$ cat src/rtl/bcd_to_binary_seq_pkg.sv
// Shared types and constants for the sequential BCD-to-binary converter.
package bcd_to_binary_seq_pkg;

   typedef enum logic [1:0] {
      IDLE  = 2'd0,
      SHIFT = 2'd1,
      DONE  = 2'd2
   } state_t;

   localparam int DIGIT_W = 4;
   localparam logic [DIGIT_W-1:0] SUB3_THRESH = 4'd8;

endpackage

$ cat src/rtl/bcd_to_binary_seq_if.sv
// Request/result bundle between a requester and the BCD-to-binary converter.
interface bcd_to_binary_seq_if
   import bcd_to_binary_seq_pkg::*;
#(
   parameter int DIGITS = 3,
   parameter int BIN_W  = 10
);
   logic                      start;
   logic [DIGIT_W*DIGITS-1:0] bcd_in;
   logic                      busy;
   logic                      done;
   logic [BIN_W-1:0]          bin_out;
   logic                      err;

   modport master (output start, bcd_in, input busy, done, bin_out, err);
   modport slave  (input start, bcd_in, output busy, done, bin_out, err);
endinterface

$ cat src/rtl/bcd_to_binary_seq_sub3.sv
// Per-digit correction cell: inverse of the add-3 cell used by double dabble.
module sub3
   import bcd_to_binary_seq_pkg::*;
(
   input  logic [DIGIT_W-1:0] in,
   output logic [DIGIT_W-1:0] out
);
   assign out = (in >= SUB3_THRESH) ? in - 4'd3 : in;
endmodule

$ cat src/rtl/bcd_to_binary_seq.sv
// Sequential BCD-to-binary converter using reverse double dabble, one bit per clock.
//
// state | meaning
// IDLE  | waiting for start; bcd_in checked and captured here
// SHIFT | one shift/correct iteration per clock, BIN_W iterations
// DONE  | result latched; done pulses in the following cycle
module bcd_to_binary_seq
   import bcd_to_binary_seq_pkg::*;
#(
   parameter int DIGITS = 3,
   parameter int BIN_W  = 10
)(
   input  logic             clk,
   input  logic             reset_n,
   bcd_to_binary_seq_if.slave bus
);
   localparam int BCD_W  = DIGIT_W * DIGITS;
   localparam int ITER_W = $clog2(BIN_W + 1);
   localparam logic [ITER_W-1:0] LAST_ITER = ITER_W'(BIN_W - 1);

   state_t                  state;
   logic [BCD_W-1:0]        bcd_reg;
   logic [BIN_W-1:0]        bin_reg;
   logic [ITER_W-1:0]       iter;
   logic [BCD_W+BIN_W-1:0]  shifted;
   logic [BCD_W-1:0]        bcd_next;
   logic                    bad_digit;

   assign shifted = {bcd_reg, bin_reg} >> 1;

   for (genvar g = 0; g < DIGITS; g++) begin : g_digit
      sub3 u_sub3 (
         .in  (shifted[BIN_W + g*DIGIT_W +: DIGIT_W]),
         .out (bcd_next[g*DIGIT_W +: DIGIT_W])
      );
   end

   always_comb begin
      bad_digit = 1'b0;
      for (int i = 0; i < DIGITS; i++) begin
         if (bus.bcd_in[i*DIGIT_W +: DIGIT_W] > 4'd9) bad_digit = 1'b1;
      end
   end

   // done follows the DONE state by one cycle so it is decoded purely from registered state
   always_ff @(posedge clk or negedge reset_n) begin
      if (!reset_n) begin
         state       <= IDLE;
         bcd_reg     <= '0;
         bin_reg     <= '0;
         iter        <= '0;
         bus.busy    <= 1'b0;
         bus.done    <= 1'b0;
         bus.bin_out <= '0;
         bus.err     <= 1'b0;
      end else begin
         bus.done <= (state == DONE);
         case (state)
            IDLE: begin
               if (bus.start) begin
                  bus.busy <= 1'b1;
                  if (bad_digit) begin
                     state       <= DONE;
                     bus.err     <= 1'b1;
                     bus.bin_out <= '0;
                  end else begin
                     state   <= SHIFT;
                     bcd_reg <= bus.bcd_in;
                     bin_reg <= '0;
                     iter    <= '0;
                  end
               end
            end
            SHIFT: begin
               bcd_reg <= bcd_next;
               bin_reg <= shifted[BIN_W-1:0];
               iter    <= iter + ITER_W'(1);
               if (iter == LAST_ITER) begin
                  state       <= DONE;
                  bus.bin_out <= shifted[BIN_W-1:0];
                  bus.err     <= 1'b0;
               end
            end
            DONE: begin
               state    <= IDLE;
               bus.busy <= 1'b0;
            end
            default: begin
               state    <= IDLE;
               bus.busy <= 1'b0;
            end
         endcase
      end
   end
endmodule

$ cat src/flat_wrapper.sv
// flat-port wrapper written by rule: the top's interface ports become plain ports
module bcd_to_binary_seq_flat import bcd_to_binary_seq_pkg::*;
#(
   parameter int DIGITS = 3,
   parameter int BIN_W  = 10
)
  (clk, reset_n, bus_start, bus_bcd_in, bus_busy, bus_done, bus_bin_out, bus_err);
  bcd_to_binary_seq_if #(.DIGITS(DIGITS), .BIN_W(BIN_W)) bus_i ();
  input  logic clk;
  input  logic reset_n;
  input wire logic [$bits(bus_i.start)-1:0] bus_start;
  input wire logic [$bits(bus_i.bcd_in)-1:0] bus_bcd_in;
  output wire logic [$bits(bus_i.busy)-1:0] bus_busy;
  output wire logic [$bits(bus_i.done)-1:0] bus_done;
  output wire logic [$bits(bus_i.bin_out)-1:0] bus_bin_out;
  output wire logic [$bits(bus_i.err)-1:0] bus_err;
  assign bus_i.start = bus_start;
  assign bus_i.bcd_in = bus_bcd_in;
  assign bus_busy = bus_i.busy;
  assign bus_done = bus_i.done;
  assign bus_bin_out = bus_i.bin_out;
  assign bus_err = bus_i.err;
  bcd_to_binary_seq #(.DIGITS(DIGITS), .BIN_W(BIN_W)) u_core (.clk(clk), .reset_n(reset_n), .bus(bus_i));
endmodule
$ cat config.mk
export PLATFORM = sky130hd
export DESIGN_NAME = bcd_to_binary_seq_flat
export DESIGN_NICKNAME = d
export VERILOG_FILES = /design/src/rtl/bcd_to_binary_seq_pkg.sv /design/src/rtl/bcd_to_binary_seq_if.sv /design/src/rtl/bcd_to_binary_seq_sub3.sv /design/src/rtl/bcd_to_binary_seq.sv /design/src/flat_wrapper.sv
export SDC_FILE = /design/constraint.sdc
export NUM_CORES = 1
export LEC_CHECK = 0
export CORE_MARGIN = 8
export CORE_UTILIZATION = 55
export DETAILED_ROUTE_END_ITERATION = 6
export DONT_BUFFER_PORTS = 1
export GPL_TIMING_DRIVEN = 0
export PLACE_DENSITY_LB_ADDON = 0.12
export SYNTH_ARGS = -nofsm -noshare
export SYNTH_HDL_FRONTEND = slang
export SYNTH_SLANG_ARGS = --single-unit
$ cat constraint.sdc
create_clock -name clk -period 1.5 [get_ports clk]
set_clock_uncertainty 0.15 [all_clocks]
set_input_delay 0.3 -clock clk [delete_from_list [all_inputs] [get_ports clk]]
set_output_delay 0.3 -clock clk [all_outputs]
set_load 0.05 [all_outputs]
==> out/results.ini <==
[outcome]
status = complete, but fails checks
violations = setup timing

[final_layout]
fin_area_um2 = 2600
drive_gt1_share_pct = 38.7
fin_nets = 232
fin_util_pct = 79.0
diodes = 0
area_growth_pct = 41.0
largest_reg_flops = 12
fillers = 182

[yosys]
synth_edf_count = 0
ys.flop_type = dfrtp_1
synthArstFlopShare_pct = 100
synth_top_cell_area_share_pct = 54.3
mappedNetlistArea_um2 = 1840
yosysWarnings = 0
yosys-top-cells-count = dfrtp_1 (40), nand2_1 (20), a22o_1 (19), nor2_1 (9)
synth_area_leaders = dfrtp_1 (54%), a22o_1 (9.0%), ha_1 (4.1%)
synth_top_family_by_area = compound AO/OA/AOI/OAI gates
synth_seq_cells = 40
synth_compound_area_share_pct = 21.0
ys_seq_area_share_pct = 54.3
syn_nets = 182
synth-simple-area-share_pct = 12.0
yosysMostFrequentCell = dfrtp_1
yosysTopAreaCell = dfrtp_1
ys_types = 34
synth-adder-area-share_pct = 4.08
synth_xor_area_share_pct = 2.85
netlist_instances = 161
synth.avg_cell_area_um2 = 11.4
synthMuxAreaShare_pct = 1.09

[floorplan]
rows = 21
start_util_pct = 56.1
fp.dieH_um = 73.9
coreArea_um2 = 3280
dieWidth_um = 73.9
die-area_um2 = 5460
num_io_pins = 28

[critical_path]
cp-end-kind = register
reg2reg_slack_ps = -220
path_cells = nor3b_4 -> buf_6 -> and4_4 -> clkbuf_16 -> a21oi_2 -> a21oi_1
critical_path_peak_fanout = 7
required_ps = 1620
cp.arrival_ps = 1840
slowest_delay_ps = 470
start_kind = register
cp_slowest_cell = dfrtp_2
crit_type = register to register

[power_and_ir_drop]
internal_power_mw = 3.02
power.switching_mw = 1.94
p_leak_nw = 1.18
seq_power_share_pct = 38.8
powerDensity_nw_per_um2 = 1910
total_power_mw = 4.96
p_comb_share_pct = 46.8
ir_drop_mv = 1.03
clockPowerShare_pct = 14.4
swShare_pct = 39.2

[drt]
avgRoutedWirePerCell_um = 20.0
dr.pass1.iters = 4
ant_nets = 0
drcViolationCount = 0
vias = 1545
drtIter0Drc = 90
via_per_inst = 5.99
wl_um = 5160

[timing]
worst_slew_pin_slew_ps = 840
fin_crit_ps = 1720
relSlewSlack_pct = 43.4
slew_violations = 0
final.setup.tns_ps = -5930
final-setup-viol-count = 37
layout_setup_ws_ps = -223
max_freq_mhz = 580
grt_setup_unrepaired = true
period_share_pct = 115
hold_violations = 0
whs_ps = 23.3

[clocking]
clkLatencyLatePin_ps = 350
tritoncts = yes
clockBufferDepth = 2
cts_max_level = 2
clockRootBuffer = clkbuf_4
clkTransAtPathRegs_ps = 120
cts_buffers = 5
cts_sinks = 40

[global_route]
grt_usage_pct = 18.2
antenna_found_initial = 0
grt_pass1_wl_um = 7620
first_global_vias = 1596
grt_max_degree = 41
overflow = 0

[placement]
port_buffers = 0
dp_hpwl_um = 2770
place_area_um2 = 1930
place_congestion = 0.798

[flow_run]
maxCapViolCount = 0

[worst_hold_path]
hold_path.class = input pin to register

-- cell usage in the layout (no fill, tap or decap), drive strengths merged, types with 7 or more instances in the layout --
| master | instances |
|---|---|
| nor2 | 10 |
| clkbuf | 8 |
| a21oi | 8 |
| nand2 | 20 |
| dlygate4sd3 | 12 |
| inv | 7 |
| dfrtp | 40 |
| buf | 34 |
| a22o | 19 |
-- cell families after synthesis --
logic type,after synthesis
buffers and inverters,15
xor gates and xnor gates,6
adders and majority gates,6
and+or+nand+nor,44
AOI/OAI and AO/OA,48
muxes,2
DFF,40
-- routing by layer --
layer | up-vias | part of all wire (%) | track usage [%]
met2 | 56 | 51 | 31.1
li1 | 686 | - | -
met4 | 0 | 2.6 | 8.43
met5 | - | 0 | 0
met1 | 785 | 40 | 20.0
met3 | 18 | 5.9 | 5.87
-- path summary, 6_finish.rpt --
path,startpoint,to,cells past startpoint
min in group asynchronous,reset_n,u_core.bus.bin_out[4],2
worst min register to register,u_core.bcd_reg[11],u_core.bcd_reg[11],2
worst max register to register,u_core.state[1],u_core.bcd_reg[8],6
worst max-delay path,u_core.state[1],u_core.bcd_reg[8],6
max in group asynchronous,reset_n,u_core.state[0],2
worst min-delay path,bus_bcd_in[4],u_core.bcd_reg[4],2
-- repair_timing --
item	in CTS	in global routing
setup buffers	15	11
setup endpoints to repair	37	45
hold buffers	11	2
endpoints found under the hold margin	51	2
gates resized for setup	18	30
pin swaps	5	7
cloned	4	1
-- final cells by class --
type	instances	area [um^2]	share of cell area, %
plain buffers	7	71.3	2.75
inverters	7	26.3	1.01
well taps	46	57.6	2.22
clock inverters	3	42.5	1.64
clock buffers	5	37.5	1.45
flip-flops and latches	40	1010	38.9
repair buffers	42	430	16.6
multi-input cells	108	921	35.5
-- worst max-delay path: cells and delay by family (launching register included) --
| family | cells | cell delay [ps] |
|---|---|---|
| simple gates | 2 | 480 |
| flops | 1 | 470 |
| buf+inv | 2 | 310 |
| compound gates | 2 | 230 |
-- stage by stage --
stage                     setup WS, ps  std cells
after floorplan                  -98.7        161
after global placement            -293        207
after detailed placement          -281        207
after CTS                         -139        244
after global routing              -278        258
final                             -223        258
-- power groups by stage --
stage / sequential [mW] / clock [mW] / combinational [mW]
2_1_floorplan: 1.84 / 0 / 1.11
3_3_place_gp: 1.91 / 0 / 1.28
3_5_place_dp: 1.94 / 0 / 1.34
4_1_cts: 1.90 / 0.721 / 1.85
5_1_grt: 1.96 / 0.774 / 2.50
6_report: 1.93 / 0.713 / 2.32
Power figures use the tool's default switching activity.
